`src/rtl/stt_pkg.sv`:
```
// stt_pkg: shared types and helpers for the state-transition-table engine.
//   mode_e    - run-controller modes
//   entry_t   - one table entry at the default widths
//   entry_idx - flat table index {state,in}
package stt_pkg;
  localparam int STT_STATE_W = 2;
  localparam int STT_IN_W = 1;
  localparam int STT_OUT_W = 8;
  typedef enum logic [1:0] {IDLE, RUN, ERR} mode_e;
  typedef struct packed {
    logic                   valid;
    logic [STT_STATE_W-1:0] next;
    logic [STT_OUT_W-1:0]   out;
  } entry_t;
  function automatic int unsigned entry_idx(int unsigned state, int unsigned in, int unsigned in_w);
    return (state << in_w) | in;
  endfunction
endpackage

```
`src/rtl/stt_table_ram.sv`:
```
// stt_table_ram: flop-based transition table, combinational read, synchronous write.
//   clk, rst_n      - clock, async active-low reset (valid bits only)
//   we, waddr       - write {wnext,wout} to waddr and mark it valid
//   clr             - invalidate every entry
//   raddr, rd_*     - combinational read of valid/next/out
module stt_table_ram #(
  parameter int AW = 3,
  parameter int STATE_W = 2,
  parameter int OUT_W = 8
) (
  input  logic               clk,
  input  logic               rst_n,
  input  logic               we,
  input  logic               clr,
  input  logic [AW-1:0]      waddr,
  input  logic [STATE_W-1:0] wnext,
  input  logic [OUT_W-1:0]   wout,
  input  logic [AW-1:0]      raddr,
  output logic               rd_valid,
  output logic [STATE_W-1:0] rd_next,
  output logic [OUT_W-1:0]   rd_out
);
  localparam int DEPTH = 2**AW;
  logic [DEPTH-1:0]   valid;
  logic [STATE_W-1:0] next_q [DEPTH];
  logic [OUT_W-1:0]   out_q [DEPTH];
  always_ff @(posedge clk or negedge rst_n) begin
    if (!rst_n) valid <= '0;
    else if (clr) valid <= '0;
    else if (we) valid[waddr] <= 1'b1;
  end
  // Payload is deliberately left unreset; the valid bit guards every read.
  always_ff @(posedge clk) begin
    if (we) begin
      next_q[waddr] <= wnext;
      out_q[waddr] <= wout;
    end
  end
  assign rd_valid = valid[raddr];
  assign rd_next = next_q[raddr];
  assign rd_out = out_q[raddr];
endmodule

```
`src/rtl/stt_table_ctrl.sv`:
```
// stt_table_ctrl: programmable STT engine with IDLE/RUN/ERR run controller.
//   cfg_*        - table programming (IDLE only); cfg_ack/cfg_rej pulse next cycle
//   start/stop   - run control; start_state seeds cur_state
//   in_*         - input symbol stream (valid/ready)
//   out_*        - output word stream (valid/ready), registered
//   cur_state, busy, err, err_clr - status and error recovery
module stt_table_ctrl
  import stt_pkg::*;
#(
  parameter int STATE_W = STT_STATE_W,
  parameter int IN_W = STT_IN_W,
  parameter int OUT_W = STT_OUT_W
) (
  input  logic               clk,
  input  logic               rst_n,
  input  logic               cfg_we,
  input  logic [STATE_W-1:0] cfg_state,
  input  logic [IN_W-1:0]    cfg_in,
  input  logic [STATE_W-1:0] cfg_next,
  input  logic [OUT_W-1:0]   cfg_out,
  input  logic               cfg_clr,
  output logic               cfg_ack,
  output logic               cfg_rej,
  input  logic               start,
  input  logic [STATE_W-1:0] start_state,
  input  logic               stop,
  input  logic               in_valid,
  input  logic [IN_W-1:0]    in_data,
  output logic               in_ready,
  output logic               out_valid,
  output logic [OUT_W-1:0]   out_data,
  input  logic               out_ready,
  output logic [STATE_W-1:0] cur_state,
  output logic               busy,
  output logic               err,
  input  logic               err_clr
);
  localparam int AW = STATE_W + IN_W;
  mode_e mode, mode_nx;
  logic idle, run, acc, hit, cfg_op;
  logic [AW-1:0] waddr, raddr;
  logic rd_valid;
  logic [STATE_W-1:0] rd_next;
  logic [OUT_W-1:0] rd_out;
  assign idle = mode == IDLE;
  assign run = mode == RUN;
  assign cfg_op = cfg_we || cfg_clr;
  assign in_ready = run && !stop && (!out_valid || out_ready);
  assign acc = in_valid && in_ready;
  assign hit = acc && rd_valid;
  assign busy = !idle;
  assign err = mode == ERR;
  assign waddr = AW'(entry_idx(32'(cfg_state), 32'(cfg_in), IN_W));
  assign raddr = AW'(entry_idx(32'(cur_state), 32'(in_data), IN_W));
  stt_table_ram #(.AW(AW), .STATE_W(STATE_W), .OUT_W(OUT_W)) u_ram (
    .clk      (clk),
    .rst_n    (rst_n),
    .we       (idle && cfg_we && !cfg_clr),
    .clr      (idle && cfg_clr),
    .waddr    (waddr),
    .wnext    (cfg_next),
    .wout     (cfg_out),
    .raddr    (raddr),
    .rd_valid (rd_valid),
    .rd_next  (rd_next),
    .rd_out   (rd_out)
  );
  always_ff @(posedge clk or negedge rst_n) begin
    if (!rst_n) mode <= IDLE;
    else mode <= mode_nx;
  end
  // stop beats start in IDLE and beats any accept in RUN.
  always_comb begin
    mode_nx = mode;
    mode_nx = idle ? ((start && !stop) ? RUN : IDLE)
            : run  ? (stop ? IDLE : (acc && !rd_valid) ? ERR : RUN)
            : (err_clr ? IDLE : ERR);
  end
  always_ff @(posedge clk or negedge rst_n) begin
    if (!rst_n) begin
      cur_state <= '0;
      out_valid <= 1'b0;
      out_data <= '0;
      cfg_ack <= 1'b0;
      cfg_rej <= 1'b0;
    end else begin
      cfg_ack <= idle && cfg_op;
      cfg_rej <= !idle && cfg_op;
      if (idle && start && !stop) cur_state <= start_state;
      else if (hit) cur_state <= rd_next;
      // A pending word survives stop and IDLE until the consumer takes it.
      out_valid <= hit || (out_valid && !out_ready);
      if (hit) out_data <= rd_out;
    end
  end
endmodule

```
`config.mk`:
```
export PLATFORM = sky130hd
export DESIGN_NAME = stt_table_ctrl
export DESIGN_NICKNAME = d
export VERILOG_FILES = /design/src/rtl/stt_pkg.sv /design/src/rtl/stt_table_ram.sv /design/src/rtl/stt_table_ctrl.sv
export SDC_FILE = /design/constraint.sdc
export NUM_CORES = 1
export LEC_CHECK = 0
export ABC_AREA = 1
export CAP_MARGIN = 20
export CELL_PAD_IN_SITES_DETAIL_PLACEMENT = 1
export CELL_PAD_IN_SITES_GLOBAL_PLACEMENT = 1
export CORE_UTILIZATION = 45
export DETAILED_ROUTE_END_ITERATION = 7
export PLACE_DENSITY = 0.77
export SKIP_CTS_REPAIR_TIMING = 1
export SYNTH_ARGS = -nofsm -noshare
export SYNTH_HDL_FRONTEND = slang
export SYNTH_SLANG_ARGS = --single-unit
```
`constraint.sdc`:
```
create_clock -name clk -period 2.45 [get_ports clk]
set_input_delay 0.735 -clock clk [delete_from_list [all_inputs] [get_ports clk]]
set_output_delay 0.735 -clock clk [all_outputs]
set_load 0.03 [all_outputs]
```
==> impl_metrics.json <==
{
  "fp.dieW_microns": 101,
  "drive_gt1_share_pct": 9.21,
  "htree_levels": 3,
  "p_leak_nw": 2.12,
  "tns_ns": 0,
  "critical_path_class": "reg -> out",
  "ir_drop_uv": 368,
  "rr_endpoint": "u_ram.out_q[7][2]",
  "cts_tree": "built",
  "yosysSeqAreaShare_pct": 67.9,
  "max_slew_margin_pct": 65.3,
  "min_path_cells": 2,
  "cp.arrival_ns": 1.57,
  "fmax_ghz": 0.434,
  "ant_nets": 0,
  "worstHoldPathType": "reg -> reg",
  "viasPerCell": 5.11,
  "die_area_sq_um": 10100,
  "hold_path_startpoint": "out_data[6]",
  "crit_fanout": 3,
  "wirelength_mm": 11.1,
  "cts_root_buf": "clkbuf_8",
  "core_area_sq_um": 9330,
  "critical_path_required_ns": 1.71,
  "seq_area_sq_um": 2980,
  "remaining_drc_errors": 0,
  "dr.pass1.iters": 4,
  "r2r_slack_ns": 0.51,
  "dp_hpwl_mm": 7.84,
  "period_share_pct": 94.1,
  "drt_iter0_markers": 134,
  "fill_cells": 1052,
  "hold_violations": 0,
  "fin_area_sq_um": 5180,
  "dieHeight_microns": 101,
  "grt_antenna_before_repair": 0,
  "path_clk_slew_ns": 0.10,
  "cts.sinks": 103,
  "synth_cells": 423,
  "end_kind": "output pin",
  "ys_ff_latch": 103,
  "final_cell_mix": "98 x nand2_1, 80 x edfxtp_1, 62 x nor2_1, 45 x inv_1, 36 x clkdlybuf4s50_1",
  "start_util_pct": 47.0,
  "multi_input_comb_area_sq_um": 1110,
  "io_pins": 41,
  "grt_pass1_wl_mm": 17.6,
  "slew_viol_final": 0,
  "max-cap-violations": 0,
  "diodes": 0,
  "cp-start-kind": "flip-flop",
  "insertion_delay_ns": 0.37,
  "nNetsFinal": 498,
  "worstPathCellList": "nor2_1 -> clkdlybuf4s50_1",
  "rsz0062_at_grt": "false",
  "grt-ovfl-total": 0,
  "synth_area_sq_um": 4390,
  "synth_cell_types": 22,
  "finalCriticalPeriod_ns": 2.31,
  "avgRoutedWirePerCell_microns": 18.2,
  "whs_ns": 0.507,
  "worst_pin_slew_ns": 0.518,
  "grt_max_degree": 49,
  "skew_ns": 0.0158,
  "area_growth_pct": 18.0,
  "crit_path_top_delay_cell": "clkdlybuf4s50_1",
  "portBuffers": 40,
  "dr_total_vias": 3103,
  "track_usage_pct": 23.8,
  "clockBufferDepth": 2,
  "status": "complete, no violations",
  "cts_buffers": 9,
  "utilization_pct": 55.5,
  "setup_viol": 0,
  "fp-row-count": 35,
  "grt_pass1_vias": 3273,
  "ys_warn_count": 0,
  "r2r_start": "mode[0]",
  "synth_nets": 448,
  "slowest_delay_ns": 0.67,
  "dpl-instance-area_sq_um": 4970,
  "avgSynthCellArea_sq_um": 10.4,
  "hold_end": "out_data[6]",
  "final_common_cell": "nand2_1",
  "powerDensity_nw_per_um2": 894,
  "rr_worst_depth": 7,
  "place_congestion": 0.749
}
[Yosys cell counts (all sizes together)]
| master | instances | share of area (%) |
|---|---|---|
| dfrtp | 23 | 13 |
| nor4 | 1 | 0.14 |
| buf | 15 | 2.7 |
| nand3 | 27 | 3.1 |
| o21ai | 42 | 4.8 |
| nor3 | 7 | 0.91 |
| nand4 | 5 | 0.71 |
| clkbuf | 3 | 0.26 |
| inv | 47 | 4.1 |
| edfxtp | 80 | 55 |
| a21oi | 10 | 1.4 |
| nor2 | 64 | 5.6 |
| nand2 | 99 | 8.5 |
[area by class of cell]
cell class                      count  share of cell area, %
Multi-Input combinational cell    255                   21.4
Clock buffer                        9                   2.39
Sequential cell                   103                   57.5
Tap cell                          129                   3.12
Timing Repair Buffer               57                   10.5
Inverter                           47                   3.46
Clock inverter                      7                   1.55
[sequential cells by signal, summed over array words and instances, names as in the netlist]
signal / count
cfg_ack: 1
u_ram.valid: 8
out_data: 8
mode: 2
cfg_rej: 1
u_ram.next_q: 16
cur_state: 2
u_ram.out_q: 64
out_valid: 1
[how the worst max path moves through the flow]
stage	to	startpoint	slack, ns	depth (start not counted)
floorplan	u_ram.next_q[1][0]	cfg_in	0.12	3
global placement	u_ram.out_q[7][2]	cfg_we	0.12	6
detailed placement	u_ram.out_q[7][1]	cfg_we	0.02	6
CTS	busy	mode[0]	0.04	3
global route	err	mode[1]	0.06	3
finish	err	mode[0]	0.14	2
[cells by family after synthesis]
family,Yosys count,share of synthesized area [%]
AO/OA/AOI/OAI,52,6.19
buffers and inverters,65,6.99
flip-flops,103,67.9
AND/OR/NAND/NOR,203,19.0
[per-stage QoR]
stage / total power [mW] / cells / setup slack [ns]
floorplan: 3.02 / 423 / 0.124
global placement: 3.52 / 591 / 0.115
detailed placement: 3.59 / 591 / 0.0230
CTS: 4.68 / 607 / 0.0398
global route: 4.89 / 607 / 0.0570
finish: 4.63 / 607 / 0.143
[report_power, final]
part	switching, mW	internal, mW
Combinational	0.930	0.505
Clock	0.607	0.485
Sequential	0.0773	2.02
Total	1.61	3.01
[worst max-delay path: cells and delay by family, from the launching register on]
kind	cells	cell delay [ns]
buf+inv	1	0.67
flops	1	0.43
simple gates	1	0.11
[per-layer routing]
metal  routed length [microns]  track usage [%]  vias up  share of wire [%]
met5                         0                0        -                  0
met4                       112             6.02        0                1.0
met3                       555             4.58        8                5.0
met2                      5560             41.3       76                 50
met1                      4830             30.9     1529                 44
li1                          -                -     1490                  -
Note: power is estimated with default switching activity, not from simulation.
